File: config.mk
export PLATFORM = sky130hd
export DESIGN_NAME = mem_arbiter_flat
export DESIGN_NICKNAME = d
export VERILOG_FILES = /design/src/rtl/mem_arbiter_if.sv /design/src/rtl/mem_arbiter.sv /design/src/flat_wrapper.sv
export SDC_FILE = /design/constraint.sdc
export NUM_CORES = 1
export LEC_CHECK = 0
export ABC_AREA = 1
export ABC_CLOCK_PERIOD_IN_PS = 2700
export CORE_AREA = 2 2 106 108
export CTS_BUF_LIST = sky130_fd_sc_hd__clkbuf_8
export CTS_CLUSTER_SIZE = 40
export DETAILED_ROUTE_END_ITERATION = 8
export DIE_AREA = 0 0 108 110
export GPL_TIMING_DRIVEN = 1
export RECOVER_POWER = 25
export SYNTH_ARGS = -nofsm -noshare
export SYNTH_HDL_FRONTEND = slang
export SYNTH_SLANG_ARGS = --single-unit
File: constraint.sdc
create_clock -name clk -period 2.7 [get_ports clk]
set_input_delay 0.54 -clock clk [delete_from_list [all_inputs] [get_ports clk]]
set_output_delay 0.54 -clock clk [all_outputs]
set_load 0.005 [all_outputs]
File: src/rtl/mem_arbiter_if.sv
// Bundle of the fetch port, data port, stall outputs and single-port RAM bus
// shared between the memory arbiter and the blocks around it.
interface mem_arbiter_if #(
  parameter int AW = 32,
  parameter int DW = 32
);
  logic          if_req;
  logic [AW-1:0] if_addr;
  logic          if_flush;
  logic          if_gnt;
  logic          if_rvalid;
  logic [DW-1:0] if_rdata;

  logic          d_req;
  logic          d_we;
  logic [AW-1:0] d_addr;
  logic [DW-1:0] d_wdata;
  logic          d_gnt;
  logic          d_rvalid;
  logic [DW-1:0] d_rdata;

  logic          stall_f;
  logic          stall_m;

  logic          mem_en;
  logic          mem_we;
  logic [AW-1:0] mem_addr;
  logic [DW-1:0] mem_wdata;
  logic [DW-1:0] mem_rdata;

  modport slave (
    input  if_req, if_addr, if_flush,
    output if_gnt, if_rvalid, if_rdata,
    input  d_req, d_we, d_addr, d_wdata,
    output d_gnt, d_rvalid, d_rdata,
    output stall_f, stall_m,
    output mem_en, mem_we, mem_addr, mem_wdata,
    input  mem_rdata
  );

  modport master (
    output if_req, if_addr, if_flush,
    input  if_gnt, if_rvalid, if_rdata,
    output d_req, d_we, d_addr, d_wdata,
    input  d_gnt, d_rvalid, d_rdata,
    input  stall_f, stall_m,
    input  mem_en, mem_we, mem_addr, mem_wdata,
    output mem_rdata
  );
endinterface

File: src/rtl/mem_arbiter.sv
// Fetch/data arbiter in front of a single-port synchronous RAM. Data wins
// contention until it has starved fetch for MAX_DSTREAK consecutive grants.
//
// Response tag (no multi-state FSM, the tag is the only control state):
//   tagValid tagOwnerD | meaning
//   0        x         | no response next cycle
//   1        0         | fetch response next cycle (F)
//   1        1         | data read data / write ack next cycle (D)
module mem_arbiter #(
  parameter int AW          = 32,
  parameter int DW          = 32,
  parameter int MAX_DSTREAK = 4
) (
  input  logic          clk,
  input  logic          reset,
  mem_arbiter_if.slave  bus
);

  localparam logic [3:0] MaxStreak = 4'(MAX_DSTREAK);

  logic          dGnt;
  logic          ifGnt;
  logic [3:0]    dStreak;
  logic          tagValid;
  logic          tagOwnerD;
  logic [AW-1:0] grantAddr;
  logic [DW-1:0] grantWdata;

  // Grants are masked while reset is held so the RAM never sees an access.
  always_comb begin
    dGnt  = reset & bus.d_req & ~(bus.if_req & (dStreak == MaxStreak));
    ifGnt = reset & bus.if_req & ~dGnt;
  end

  always_comb begin
    grantAddr  = dGnt ? bus.d_addr : bus.if_addr;
    grantWdata = bus.d_wdata;
  end

  assign bus.d_gnt     = dGnt;
  assign bus.if_gnt    = ifGnt;
  assign bus.stall_f   = bus.if_req & ~ifGnt;
  assign bus.stall_m   = bus.d_req & ~dGnt;

  assign bus.mem_en    = dGnt | ifGnt;
  assign bus.mem_we    = dGnt & bus.d_we;
  assign bus.mem_addr  = grantAddr;
  assign bus.mem_wdata = grantWdata;

  always_ff @(posedge clk or negedge reset) begin
    if (!reset) begin
      dStreak <= 4'd0;
    end else if (!bus.if_req || ifGnt) begin
      dStreak <= 4'd0;
    end else if (dGnt && (dStreak != MaxStreak)) begin
      dStreak <= dStreak + 4'd1;
    end
  end

  // A fetch granted under flush is already dead, so it never becomes valid.
  always_ff @(posedge clk or negedge reset) begin
    if (!reset) begin
      tagValid  <= 1'b0;
      tagOwnerD <= 1'b0;
    end else begin
      tagValid  <= dGnt | (ifGnt & ~bus.if_flush);
      tagOwnerD <= dGnt;
    end
  end

  assign bus.if_rvalid = tagValid & ~tagOwnerD & ~bus.if_flush;
  assign bus.d_rvalid  = tagValid & tagOwnerD;
  assign bus.if_rdata  = bus.mem_rdata;
  assign bus.d_rdata   = bus.mem_rdata;

endmodule
File: src/flat_wrapper.sv
// flat-port wrapper written by rule: the top's interface ports become plain ports
module mem_arbiter_flat 
#(
  parameter int AW          = 32,
  parameter int DW          = 32,
  parameter int MAX_DSTREAK = 4
)
  (clk, reset, bus_if_req, bus_if_addr, bus_if_flush, bus_if_gnt, bus_if_rvalid, bus_if_rdata, bus_d_req, bus_d_we, bus_d_addr, bus_d_wdata, bus_d_gnt, bus_d_rvalid, bus_d_rdata, bus_stall_f, bus_stall_m, bus_mem_en, bus_mem_we, bus_mem_addr, bus_mem_wdata, bus_mem_rdata);
  mem_arbiter_if #(.AW(AW), .DW(DW)) bus_i ();
  input  logic clk;
  input  logic reset;
  input wire logic [$bits(bus_i.if_req)-1:0] bus_if_req;
  input wire logic [$bits(bus_i.if_addr)-1:0] bus_if_addr;
  input wire logic [$bits(bus_i.if_flush)-1:0] bus_if_flush;
  output wire logic [$bits(bus_i.if_gnt)-1:0] bus_if_gnt;
  output wire logic [$bits(bus_i.if_rvalid)-1:0] bus_if_rvalid;
  output wire logic [$bits(bus_i.if_rdata)-1:0] bus_if_rdata;
  input wire logic [$bits(bus_i.d_req)-1:0] bus_d_req;
  input wire logic [$bits(bus_i.d_we)-1:0] bus_d_we;
  input wire logic [$bits(bus_i.d_addr)-1:0] bus_d_addr;
  input wire logic [$bits(bus_i.d_wdata)-1:0] bus_d_wdata;
  output wire logic [$bits(bus_i.d_gnt)-1:0] bus_d_gnt;
  output wire logic [$bits(bus_i.d_rvalid)-1:0] bus_d_rvalid;
  output wire logic [$bits(bus_i.d_rdata)-1:0] bus_d_rdata;
  output wire logic [$bits(bus_i.stall_f)-1:0] bus_stall_f;
  output wire logic [$bits(bus_i.stall_m)-1:0] bus_stall_m;
  output wire logic [$bits(bus_i.mem_en)-1:0] bus_mem_en;
  output wire logic [$bits(bus_i.mem_we)-1:0] bus_mem_we;
  output wire logic [$bits(bus_i.mem_addr)-1:0] bus_mem_addr;
  output wire logic [$bits(bus_i.mem_wdata)-1:0] bus_mem_wdata;
  input wire logic [$bits(bus_i.mem_rdata)-1:0] bus_mem_rdata;
  assign bus_i.if_req = bus_if_req;
  assign bus_i.if_addr = bus_if_addr;
  assign bus_i.if_flush = bus_if_flush;
  assign bus_if_gnt = bus_i.if_gnt;
  assign bus_if_rvalid = bus_i.if_rvalid;
  assign bus_if_rdata = bus_i.if_rdata;
  assign bus_i.d_req = bus_d_req;
  assign bus_i.d_we = bus_d_we;
  assign bus_i.d_addr = bus_d_addr;
  assign bus_i.d_wdata = bus_d_wdata;
  assign bus_d_gnt = bus_i.d_gnt;
  assign bus_d_rvalid = bus_i.d_rvalid;
  assign bus_d_rdata = bus_i.d_rdata;
  assign bus_stall_f = bus_i.stall_f;
  assign bus_stall_m = bus_i.stall_m;
  assign bus_mem_en = bus_i.mem_en;
  assign bus_mem_we = bus_i.mem_we;
  assign bus_mem_addr = bus_i.mem_addr;
  assign bus_mem_wdata = bus_i.mem_wdata;
  assign bus_i.mem_rdata = bus_mem_rdata;
  mem_arbiter #(.AW(AW), .DW(DW), .MAX_DSTREAK(MAX_DSTREAK)) u_core (.clk(clk), .reset(reset), .bus(bus_i));
endmodule
---- Yosys cells after proc, flatten, opt, wreduce, memory -nomap -nowiden ----
Cells that the tools add are included.
word-level totals
  register bits ........................... 6
  input port bits ......................... 134
  logic and storage cells ................. 32
  output and inout bits ................... 136
operators by class
  reductions and logical operators ........ 4
  bitwise logic cells ..................... 19
  equality and inequality tests ........... 2
  add/subtract/negate cells ............... 1
  multiplexer cells ....................... 3
operators with widths
  kind                                                   number
  2-to-1 mux 32 bit                                      1
  bitwise AND 1 bit                                      12
  2-to-1 mux 4 bit                                       2
  NOT 1 bit                                              5
  adder 4 x 1 -> 4 bit, second input constant            1
  equality test 4 x 3 -> 1 bit, second input constant    1
  inequality test 4 x 3 -> 1 bit, second input constant  1
  OR 1 bit                                               2
  nonzero test 2 bit                                     1
  logical AND 1 bit                                      1
  logical NOT 1 bit                                      1
  logical OR 1 bit                                       1

---- Logic depth before layout (Yosys ltp) ----
Gate-level depths: netlist (run 1).
  depth in word-level cells ............... 8
  mapped depth ............................ 7
  depth with buffers taken out ............ 6

---- Worst setup path before layout (run 1) ----
Ideal clock, no wire load.
  kind .................................... reg-to-output
  from .................................... register u_core.dStreak[0]
  to ...................................... output port bus_mem_addr[10]
  path buffers ............................ 1
  cell stages (with the launch flop) ...... 8
  required time ........................... 2160 ps
  arrival time ............................ 1177 ps
  path slack .............................. 983 ps
  cells stage by stage .................... dfrtp_1 inv_1 ha_1 nand4_4 nand2_4 buf_6 nand2_1 nand2_1
between the ends
  cells in the longest elaborated chain, start to end .. 5
ends and longest elaborated chain
  item                          line                text
  from (decl)                   mem_arbiter.sv:23   logic [3:0] dStreak;
  from (signal assigned)        mem_arbiter.sv:56   dStreak <= dStreak + 4'd1;
  equality test 4 x 3 -> 1 bit  mem_arbiter.sv:31   dGnt = reset & bus.d_req & ~(bus.if_req & (dStreak == MaxStreak));
  bitwise AND 1 bit             mem_arbiter.sv:31
  NOT 1 bit                     mem_arbiter.sv:31
  bitwise AND 1 bit             mem_arbiter.sv:31
  2-to-1 mux 32 bit             mem_arbiter.sv:36   grantAddr = dGnt ? bus.d_addr : bus.if_addr;
  to (decl)                     flat_wrapper.sv:29  output wire logic [$bits(bus_i.mem_addr)-1:0] bus_mem_addr;
Every way passes these cells.

---- Worst setup path in the final report (run 1) ----
  from .................................... register u_core.dStreak[0]
  to ...................................... output port bus_mem_addr[22]
The elaborated chain is that of the path after synthesis.

==> summary.txt, run 1 <==
Status
  – Status: finished clean

Clocking
  – Sink Count: 6
  – Clk_lat worst skew: 0.22 ns
  – Reg clk slew, reported paths: 0.04 ns
  – Maximum clock insertion buffer count: 2
  – Setup Buffers After CTS: 0
  – CTS tree: done
  – # H-tree levels: 1
  – Root buffer cell: clkbuf_8
  – TritonCTS buffer count: 3

Logic synthesis
  – Syn Inst Count: 254
  – Fraction of synthesized cell area in xor and xnor cells: 0
  – Number of synthesized flops with an enable pin: 0
  – Simple-Gate Fraction of Synth Area: 0.340
  – Post-synth top cells: buf_4, nand2_1, nand3_1, inv_1
  – Net Count, Synth: 390
  – Primary FF master, synth: dfrtp_1
  – Largest family of logic cells by synthesized area: buffers and inverters
  – Post-synth ARST share: 1.00
  – Syn Std Cell Area: 0.00158 sq mm
  – Adder-cell share of the synthesized area: 0.0159
  – Avg Cell Area, Syn: 6.21 sq um
  – YS warnings: 0
  – #FFs+latches synth: 6
  – Distinct cells, synth: 16
  – Dominant cells by area after synthesis: buf_4, nand2_1, nand3_1
  – Dominant cell type by area after synthesis: buf_4
  – Compound-Gate Fraction of Synth Area: 0.0159
  – Mux cell area share after synthesis: 0
  – Most common cell in the netlist: buf_4
  – Synth top area share: 0.462
  – Seq/Total Area, Yosys: 0.0952

Die
  – Starting Density: 0.147
  – IO Count: 270
  – Die X: 108 microns
  – Core area: 0.0107 sq mm
  – Die Span Y: 110 microns
  – Std-Cell Rows: 38
  – Die area: 0.0119 sq mm

Critical path
  – Slowest stage delay, CP: 0.51 ns
  – Reg2reg start: u_core.dStreak[0]$_DFFE_PN0P_
  – Worst reg2reg setup slack: 1.30 ns
  – Max stage delay cell, worst path: clkdlybuf4s50_1
  – Reg2Reg Depth: 6
  – Reg-to-Reg End: u_core.tagValid$_DFF_PN0_
  – Crit path cell chain: inv_1 > ha_2 > nand4_4 > nand2_8 > clkbuf_16 > nand2_1 > nand2_1 > clkdlybuf4s50_1
  – CP endpoint kind: primary output
  – Worst Path Arrival: 2.06 ns
  – Worst setup path category: flop to primary output
  – Data required time of the worst path: 2.16 ns
  – Crit Path Max Fanout: 6
  – CP dominant cell by count: nand2_1
  – Worst Setup Start Kind: flop

Detailed routing
  – DRT Pass-1 Iters: 4
  – DR vias/cell: 3.83
  – Post-DRT Antenna Nets: 0
  – Iter 0 DRT Violations: 83
  – Vias post-DR: 1571
  – DRC Markers: 0
  – Drt wl/cell: 13.4 microns
  – Routed WL: 5500 microns

Placed design
  – Placer Congestion: 0.707
  – Placed insts: 404
  – Port bufs: 109
  – HPWL after DPL: 4090 microns
  – Placed Area: 0.00215 sq mm

STA
  – RSZ-0062 raised after global routing: no
  – Final Max Tran Viols: 0
  – Minimum clock period: 2.60 ns
  – # setup viols final: 0
  – Slew margin rel.: 0.680
  – Max Freq: 384 MHz
  – Fin crit share: 0.965
  – Slew @ Worst Pin: 0.481 ns
  – Final Hold Fails: 0
  – Setup Skew: 0.00379 ns

Cells and area
  – Layout area overhead: 45.5%
  – Share of layout cells above drive strength 1: 0.0704
  – Fill cells: 1209
  – Diodes inserted: 0
  – Finished Cell Area: 0.00229 sq mm
  – Nets: 408
  – Finished Layout Cells: 410

Pwr
  – PwrDens: 234 mW/mm^2
  – Leakage: 0.00107 uW
  – Total chip power: 536 uW
  – Max VDD drop: 0.166 mV

Global route
  – Vias in the first global route: 1545
  – Overflow after GRT: 0
  – Global-route wire length before repair: 6930 microns
  – GRT Overall Usage: 0.0738
  – Initial antenna violation count: 0
  – Largest net degree at the start of global routing: 34

Run
  – Number of max-cap violations: 0

Min path
  – Min-Delay Path Class: primary input to async pin
-- registers in the layout, summed over array words and instances (netlist names) --
| signal | cells |
|---|---|
| u_core.tagValid | 1 |
| u_core.dStreak | 4 |
| u_core.tagOwnerD | 1 |
-- how the worst max path moves through the flow --
stage | cells after the start | slack (ns) | end | startpoint
2_1_floorplan | 7 | 0.98 | bus_mem_addr[10] | u_core.dStreak[0]$_DFFE_PN0P_
3_3_place_gp | 7 | -0.007 | bus_stall_m | bus_if_req
3_5_place_dp | 7 | -0.03 | bus_if_gnt | bus_if_req
4_1_cts | 7 | 0.01 | bus_mem_addr[27] | bus_d_req
5_1_grt | 8 | 0.0006 | bus_mem_addr[27] | u_core.dStreak[0]$_DFFE_PN0P_
6_report | 8 | 0.1 | bus_mem_addr[22] | u_core.dStreak[0]$_DFFE_PN0P_
-- what timing repair did --
action                     4_1_cts  5_1_grt
pin swaps                        0        1
hold buffers                     0        0
setup endpoints to repair        5       36
hold endpoints to repair         0        0
cloned                           0        3
gates resized for setup          2       14
-- power by group --
part | switching (uW) | internal [uW]
Combinational | 99.7 | 203
Clock | 40.8 | 96.0
Sequential | 2.66 | 93.7
Total | 143 | 392
-- layout by cell type, fill, tap and decap left out, drive strengths merged, types with 2 or more instances in the layout --
cell,instances
clkbuf,6
dfrtp,6
buf,7
inv,12
nand3,35
o21ai,4
nand2,79
clkdlybuf4s50,102
ha,2
nor2,4
dlymetal6s2s,6
nand4,3
-- layer usage --
| layer | GRT usage | vias to the layer above | wire length [microns] |
|---|---|---|---|
| li1 | - | 725 | - |
| met1 | 0.0597 | 688 | 1600 |
| met2 | 0.149 | 97 | 2900 |
| met3 | 0.0176 | 61 | 601 |
| met4 | 0.0604 | 0 | 396 |
| met5 | 0 | - | 0 |
-- worst max-delay path, delay by kind of cell (launching register included) --
kind | cells | cell delay [ns]
fa+ha+maj | 1 | 0.20
flops | 1 | 0.43
buf+inv | 3 | 0.75
simple gates | 4 | 0.47
-- final cells by class --
cell class              instances  area, sq um  area share
clock buffers                   3         41.3      0.0180
inverters                      13         53.8      0.0235
multi-input cells             129          599       0.261
flip-flops and latches          6          151      0.0660
well taps                     140          175      0.0764
repair buffers                119         1270       0.555
-- metrics by stage --
stage                     worst slack [ns]  TNS (ns)  utilization  hold WS [ns]
after floorplan                      0.983         0            -         0.244
after detailed placement           -0.0297   -0.0778        0.201         0.538
final                               0.0953         0        0.214         0.391
after global routing              0.000618         0        0.214         0.429
after global placement            -0.00665  -0.00665        0.201         0.497
after CTS                          0.00993         0        0.205         0.548
-- logic make-up after synthesis --
| family | count (synthesis) |
|---|---|
| and+or+nand+nor | 122 |
| buffers and inverters | 119 |
| DFF | 6 |
| AOI/OAI and AO/OA | 5 |
| adders and majority gates | 2 |
No activity file was read; power rests on OpenSTA's default activity.
==> run 2, diff against run 1 <==
- ABC_CLOCK_PERIOD_IN_PS: 2700 -> unset
==> results of run 2 <==
No change in the layout: final DEF, timing and power equal those of run 1.
